File: src/rtl/modn_pkg.sv
// Shared types and helpers for the modulo-N up/down counter.
package modn_pkg;

    typedef enum logic [0:0] {ST_RUN, ST_DONE} modn_state_t;

    localparam logic DIR_UP = 1'b1;
    localparam logic DIR_DN = 1'b0;

    function automatic logic [31:0] bin2gray(input logic [31:0] bin);
        return bin ^ (bin >> 1);
    endfunction

endpackage

File: src/rtl/modn_next_val.sv
// Combinational next-count and terminal-step detection for the modulo-N counter.
module modn_next_val
    import modn_pkg::*;
#(
    parameter int unsigned MODULUS = 7,
    parameter int unsigned WIDTH   = $clog2(MODULUS),
    parameter bit          ONESHOT = 1'b0
) (
    input  logic [WIDTH-1:0] count,
    input  logic             up_dn,
    output logic [WIDTH-1:0] next_count,
    output logic             terminal
);

    localparam logic [WIDTH:0]   MOD_W   = (WIDTH + 1)'(MODULUS);
    localparam logic [WIDTH:0]   ONE_W   = (WIDTH + 1)'(1);
    localparam logic [WIDTH-1:0] MAX_VAL = WIDTH'(MODULUS - 1);

    logic [WIDTH:0]   sum;
    logic [WIDTH-1:0] diff;

    always_comb begin
        // Extra bit keeps the increment from aliasing when 2**WIDTH == MODULUS.
        sum        = {1'b0, count} + ONE_W;
        diff       = count - WIDTH'(1);
        next_count = count;
        terminal   = 1'b0;
        case (up_dn)
            DIR_UP: begin
                terminal   = (sum >= MOD_W);
                next_count = terminal ? (ONESHOT ? MAX_VAL : '0) : sum[WIDTH-1:0];
            end
            DIR_DN: begin
                terminal   = (count == '0);
                next_count = terminal ? (ONESHOT ? '0 : MAX_VAL) : diff;
            end
            default: ;
        endcase
    end

endmodule

File: src/rtl/modn_updown_counter.sv
// Modulo-N up/down counter with parallel load and optional one-shot stop.
// Define MODN_GRAY_EN to add the registered Gray-coded count output.
module modn_updown_counter
    import modn_pkg::*;
#(
    parameter int unsigned MODULUS = 7,
    parameter int unsigned WIDTH   = $clog2(MODULUS),
    parameter int unsigned INIT    = 0,
    parameter bit          ONESHOT = 1'b0
) (
    input  logic             clk,
    input  logic             reset,
    input  logic             en,
    input  logic             up_dn,
    input  logic             load,
    input  logic [WIDTH-1:0] load_val,
    output logic [WIDTH-1:0] count,
    output logic             tc,
    output logic             done,
`ifdef MODN_GRAY_EN
    output logic [WIDTH-1:0] count_gray,
`endif
    output logic             load_err
);

    localparam logic [WIDTH:0]   MOD_W    = (WIDTH + 1)'(MODULUS);
    localparam logic [WIDTH-1:0] MAX_VAL  = WIDTH'(MODULUS - 1);
    localparam logic [WIDTH-1:0] INIT_VAL = WIDTH'(INIT);

    modn_state_t      state;
    logic [WIDTH-1:0] step_val;
    logic [WIDTH-1:0] count_d;
    logic             terminal;
    logic             load_ok;
    logic             step;

    modn_next_val #(
        .MODULUS (MODULUS),
        .WIDTH   (WIDTH),
        .ONESHOT (ONESHOT)
    ) u_next_val (
        .count      (count),
        .up_dn      (up_dn),
        .next_count (step_val),
        .terminal   (terminal)
    );

    assign load_ok = ({1'b0, load_val} < MOD_W);
    assign step    = en && (state == ST_RUN);

    always_comb begin
        count_d = count;
        if (reset) begin
            count_d = INIT_VAL;
        end else if (load) begin
            // Out-of-range loads saturate so count never leaves 0..MODULUS-1.
            count_d = load_ok ? load_val : MAX_VAL;
        end else if (step) begin
            count_d = step_val;
        end
    end

    always_ff @(posedge clk) begin
        count <= count_d;
        if (reset) begin
            state    <= ST_RUN;
            tc       <= 1'b0;
            done     <= 1'b0;
            load_err <= 1'b0;
        end else begin
            tc       <= 1'b0;
            load_err <= 1'b0;
            if (load) begin
                state    <= ST_RUN;
                done     <= 1'b0;
                load_err <= !load_ok;
            end else if (step) begin
                tc <= terminal;
                if (ONESHOT && terminal) begin
                    state <= ST_DONE;
                    done  <= 1'b1;
                end
            end
        end
    end

`ifdef MODN_GRAY_EN
    // Encoded from count_d so the Gray value lands in the same cycle as count.
    always_ff @(posedge clk) begin
        count_gray <= WIDTH'(bin2gray(32'(count_d)));
    end
`endif

endmodule

File: config.mk
export PLATFORM = sky130hd
export DESIGN_NAME = modn_updown_counter
export DESIGN_NICKNAME = d
export VERILOG_FILES = /design/src/rtl/modn_pkg.sv /design/src/rtl/modn_next_val.sv /design/src/rtl/modn_updown_counter.sv
export SDC_FILE = /design/constraint.sdc
export NUM_CORES = 1
export LEC_CHECK = 0
export CELL_PAD_IN_SITES_DETAIL_PLACEMENT = 0
export CELL_PAD_IN_SITES_GLOBAL_PLACEMENT = 1
export CORE_AREA = 10 10 48 50
export CTS_CLUSTER_SIZE = 8
export DETAILED_ROUTE_END_ITERATION = 12
export DIE_AREA = 0 0 58 60
export PLACE_DENSITY_LB_ADDON = 0.1
export SYNTH_ARGS = -nofsm -noshare
export SYNTH_HDL_FRONTEND = slang
export SYNTH_HIERARCHICAL = 1
export SYNTH_SLANG_ARGS = --single-unit
File: constraint.sdc
create_clock -name clk -period 3.3 [get_ports clk]
set_clock_uncertainty 0.2 [all_clocks]
set_input_delay 0.495 -clock clk [delete_from_list [all_inputs] [get_ports clk]]
set_output_delay 0.495 -clock clk [all_outputs]
set_load 0.01 [all_outputs]
Word-level counts from Yosys, hierarchy flattened. Cells that the tools add are included.

Bits in registers: 5. Input bits: 8. Output and inout port bits: 6. Logic and storage cells: 22.

Add/sub/neg operators: 2. $lt $le $gt $ge: 2. Mux-type cells: 7. Bitwise operators: 3. Reductions and logical operators: 5.

Operators by type and width (number): $mux W3 (5); $pmux W3 S2 (1); $add A3 B1 Y4 const B (1); $ge A4 B3 Y1 const B (1); $logic_not A3 Y1 (1); $lt A3 B3 Y1 const B (1); $not A1 Y1 (3); $reduce_or A3 Y1 (1); $sub A3 B1 Y3 const B (1); $pmux W1 S2 (1); $reduce_bool A2 Y1 (1); $reduce_or A2 Y1 (1); $logic_not A1 Y1 (1).

Logic depth before layout (Yosys ltp).
Depth in word-level cells: 6. Gate-level depth with buffers: 8. Gate-level depth less buffers: 8.

Hierarchy. The synthesis kept the hierarchy.

By module, submodules not included: modn_updown_counter (instances 1, cells an instance 23, area an instance 224.0 um2, seq. area each 100.1 um2); modn_next_val (instances 1, cells an instance 23, area an instance 180.2 um2, seq. area each 0.0 um2).

Least setup slack after synthesis. No wires, ideal clock.

Path type: register -> register. From: reg count[0]. To: reg count[1]. Library setup time: 114 ps. Arrival time: 1486 ps. Data required time: 2986 ps. Setup slack: 1499 ps. Stages on the path, launching flop included: 8. Buffers on the path: 0. Clock period less this slack: 1801 ps. Cells stage by stage: dfxtp_1 ha_1 xor2_1 a31o_1 nor3_2 mux2_1 mux2i_1 nor2_1.

Longest elaborated chain between the ends: 6. Elaborated cells between the ends (all ways): 9. Classes of those cells: 2 x add/sub; 1 x order compare; 5 x mux; 1 x reduce/logical.

RTL lines: start: declaration (RTL line modn_updown_counter.sv:17) `output logic [WIDTH-1:0] count,`; start signal: assignment (RTL line modn_updown_counter.sv:64) `count <= count_d;`; $add A3 B1 Y4 (RTL line modn_next_val.sv:24) `sum = {1'b0, count} + ONE_W;`; $ge A4 B3 Y1 (RTL line modn_next_val.sv:30) `terminal = (sum >= MOD_W);`; $mux W3 (RTL line modn_next_val.sv:31) `next_count = terminal ? (ONESHOT ? MAX_VAL : '0) : sum[WIDTH-1:0];`; $pmux W3 S2 * (RTL line modn_next_val.sv:28) `case (up_dn)`; named net step_val[1] (RTL line modn_updown_counter.sv:31) `logic [WIDTH-1:0] step_val;`; $mux W3 * (RTL line modn_updown_counter.sv:58) `end else if (step) begin`; $mux W3 * (RTL line modn_updown_counter.sv:55) `end else if (load) begin`.

The timed path passes the listed nets; every way through them passes the cells marked *. The select of a mux whose other input is x is not followed. A chain may end at the register's enable or synchronous reset.

Final worst setup path.
From: in up_dn. To: reg count[1].

Longest elaborated chain between the ends: 4.

RTL lines: start: declaration (RTL line modn_updown_counter.sv:14) `input logic up_dn,`; $not A1 Y1 (RTL line modn_next_val.sv:28); $pmux W3 S2 * (RTL line modn_next_val.sv:28); named net step_val[1] (RTL line modn_updown_counter.sv:31); $mux W3 * (RTL line modn_updown_counter.sv:58); $mux W3 * (RTL line modn_updown_counter.sv:55).

Marked as above.

==> flow_metrics.py <==
metrics = {
    "worst_setup_path": {
        "crit_path_end_kind": "flip-flop",
        "arrival_ps": 2050,
        "crit_buf_inv": 1,
        "path_delay_family": "buffers and inverters",
        "worst_path_max_delay_cell": "clkdlybuf4s50_1",
        "critPathKind": "primary input to flip-flop",
        "required_ps": 3220,
        "max_stage_delay_ps": 620,
        "crit_fanout": 9,
        "worst-path-stages": 7,
        "startpoint_type": "primary input",
        "worstSetupEndpoint": "count[1]",
        "path_cells": "clkdlybuf4s50_1, and4_4, a31o_1, nor3_2, mux2_1, mux2i_1, nor2_1",
        "reg2reg_slack_ps": 1360,
        "r2r_start": "count[1]",
        "reg2reg_depth": 7,
        "crit_start": "up_dn",
        "r2r-end": "count[1]",
    },
    "logic_synthesis": {
        "yosys_warnings": 6,
        "syn_nets": 58,
        "synth_area_um2": 404,
        "synth.most_common_cell": "dfxtp_1",
        "postSynthAreaPerCell_um2": 8.79,
        "synth-seq-cells": 5,
        "syn_inst": 46,
        "synth.distinct_cells": 27,
        "synth_largest_area_cell": "dfxtp_1",
        "synth_area_leaders": "dfxtp_1 (25%), ha_1 (12%), buf_6 (5.6%)",
        "synth_edf_count": 0,
        "ys_top_cells_by_count": "dfxtp_1 (5), ha_1 (4), nor2_1 (4)",
        "yosysTopAreaCellShare_pct": 24.8,
        "synth_seq_area_share_pct": 24.8,
        "synth_flop_cell": "dfxtp_1",
        "async_flop_share_pct": 0,
    },
    "final_layout": {
        "post-route-util_pct": 37.6,
        "final_cells": 75,
        "drive_gt1_share_pct": 10.2,
        "final_area_um2": 541,
        "fillers": 159,
        "diodes": 0,
        "nNetsFinal": 72,
        "syn_to_final_growth_pct": 33.7,
    },
    "route": {
        "drcViolationCount": 0,
        "drtIter0Drc": 2,
        "routedWlPerCell_um": 12.6,
        "firstDrtPassIters": 3,
        "vias": 353,
        "wl_met2_um": 519,
        "routed_wirelength_um": 944,
        "routed-wl-met3_um": 58,
        "routed.top_layer": "met3",
        "vias_per_cell": 4.71,
        "ant_nets": 0,
        "met1_length_um": 366,
    },
    "clock_tree": {
        "h-tree-depth": 1,
        "cts-root-buf": "clkbuf_4",
        "cts_made_buffers": 3,
        "clkTransAtPathRegs_ps": 40,
        "cts_setup_buffers": 0,
        "cts_resized": 0,
        "cts_buffer_depth": 2,
        "tritoncts": "done",
        "ctsHoldBuffers": 0,
        "insertion_delay_ps": 240,
        "clkSinkCount": 5,
    },
    "power_and_ir_drop": {
        "total_power_uw": 195,
        "powerDensity_nw_per_um2": 361,
        "p_leak_nw": 0.237,
        "vdd_drop_max_uv": 159,
    },
    "timing": {
        "max_freq_mhz": 470,
        "rsz0062_at_grt": "no",
        "whs_ps": 471,
        "finalWorstSetupSlack_ps": 1170,
        "hold_viol": 0,
        "fin_crit_ps": 2130,
        "tns_ps": 0,
        "fin_crit_sh_pct": 64.4,
        "finalMaxSlewViolations": 0,
        "finalSetupViolCount": 0,
    },
    "floorplan": {
        "die_area_um2": 3480,
        "dieWidth_um": 58,
        "row_count": 14,
        "design.portCount": 14,
        "start_util_pct": 28.1,
        "coreArea_um2": 1440,
        "die_y_um": 60,
    },
    "place": {
        "pre_cts_ws_ps": 944,
        "dp_cells": 71,
        "dp_hpwl_um": 794,
        "gp_congestion": 0.840,
        "dpl-instance-area_um2": 514,
        "portBuffers": 12,
    },
    "grt": {
        "grt_pass1_wl_um": 1590,
        "grt_util_all_layers_pct": 6.03,
        "antenna_found_initial": 0,
        "overflow": 0,
        "grt_pass1_vias": 394,
        "grt_max_degree": 10,
    },
    "status": {
        "status": "complete, no violations",
    },
    "run": {
        "cap_violations": 0,
    },
    "hold_path": {
        "hold_path_class": "flip-flop to flip-flop",
    },
}
==> metal layers <==
layer | vias to the layer above | GRT usage (%)
met5 | - | 0
met4 | 0 | 5.03
met3 | 0 | 2.12
met2 | 9 | 11.2
met1 | 162 | 5.03
li1 | 182 | -
==> state kept, by name (all words and copies together), names as in the netlist <==
register	count
load_err	1
count	3
tc	1
==> worst register-to-register path: cells and delay by family (launching register included) <==
kind / cells / cell delay, ps
AOI/OAI and AO/OA: 1 / 230
muxes: 2 / 420
xor gates and xnor gates: 1 / 200
and+or+nand+nor: 2 / 110
adders and majority gates: 1 / 240
DFF: 1 / 420
==> how the worst min path moves through the flow <==
stage / start / slack (ps) / cells past startpoint / to
floorplan: reset / 370 / 1 / count[1]
global placement: count[0] / 460 / 2 / count[0]
detailed placement: count[0] / 480 / 2 / count[0]
CTS: count[0] / 480 / 2 / count[0]
global route: count[0] / 530 / 2 / count[0]
finish: count[0] / 470 / 2 / count[0]
==> where the power goes <==
part	internal (mW)	switching, mW
Sequential	0.0644	0.00524
Clock	0.0456	0.0237
Combinational	0.0308	0.0255
==> layout by cell type (no fill, tap or decap), drive strengths merged <==
cell	n
clkdlybuf4s50	12
dfxtp	5
nor2	4
ha	4
nor3	4
clkbuf	4
inv	3
mux2	2
mux2i	2
nand2	2
nor2b	2
nor4bb	1
nand3	1
a21o	1
a211oi	1
conb	1
xor2	1
nand2b	1
a311oi	1
and4	1
a31o	1
and3b	1
or2	1
or3	1
o21ai	1
a21oi	1
==> layout make-up <==
class	instances	area, µm²	area share (%)
Clock buffer	4	26.3	4.86
Timing Repair Buffer	12	120	22.2
Tap cell	16	20.0	3.70
Sequential cell	5	100	18.5
Inverter	3	11.3	2.08
Multi-Input combinational cell	35	263	48.6
==> kinds of logic (layout without fill, tap and decap cells) <==
family	after synthesis	after routing	share of synthesized area, %
buffers and inverters	6	19	10.2
flip-flops	5	5	24.8
other	1	1	0.928
adder cells (fa/ha/maj)	4	4	12.4
AND/OR/NAND/NOR	19	19	28.5
XOR/XNOR	1	1	2.17
AO/OA/AOI/OAI	6	6	10.5
multiplexers	4	4	10.5
Power figures use the tool's default switching activity.
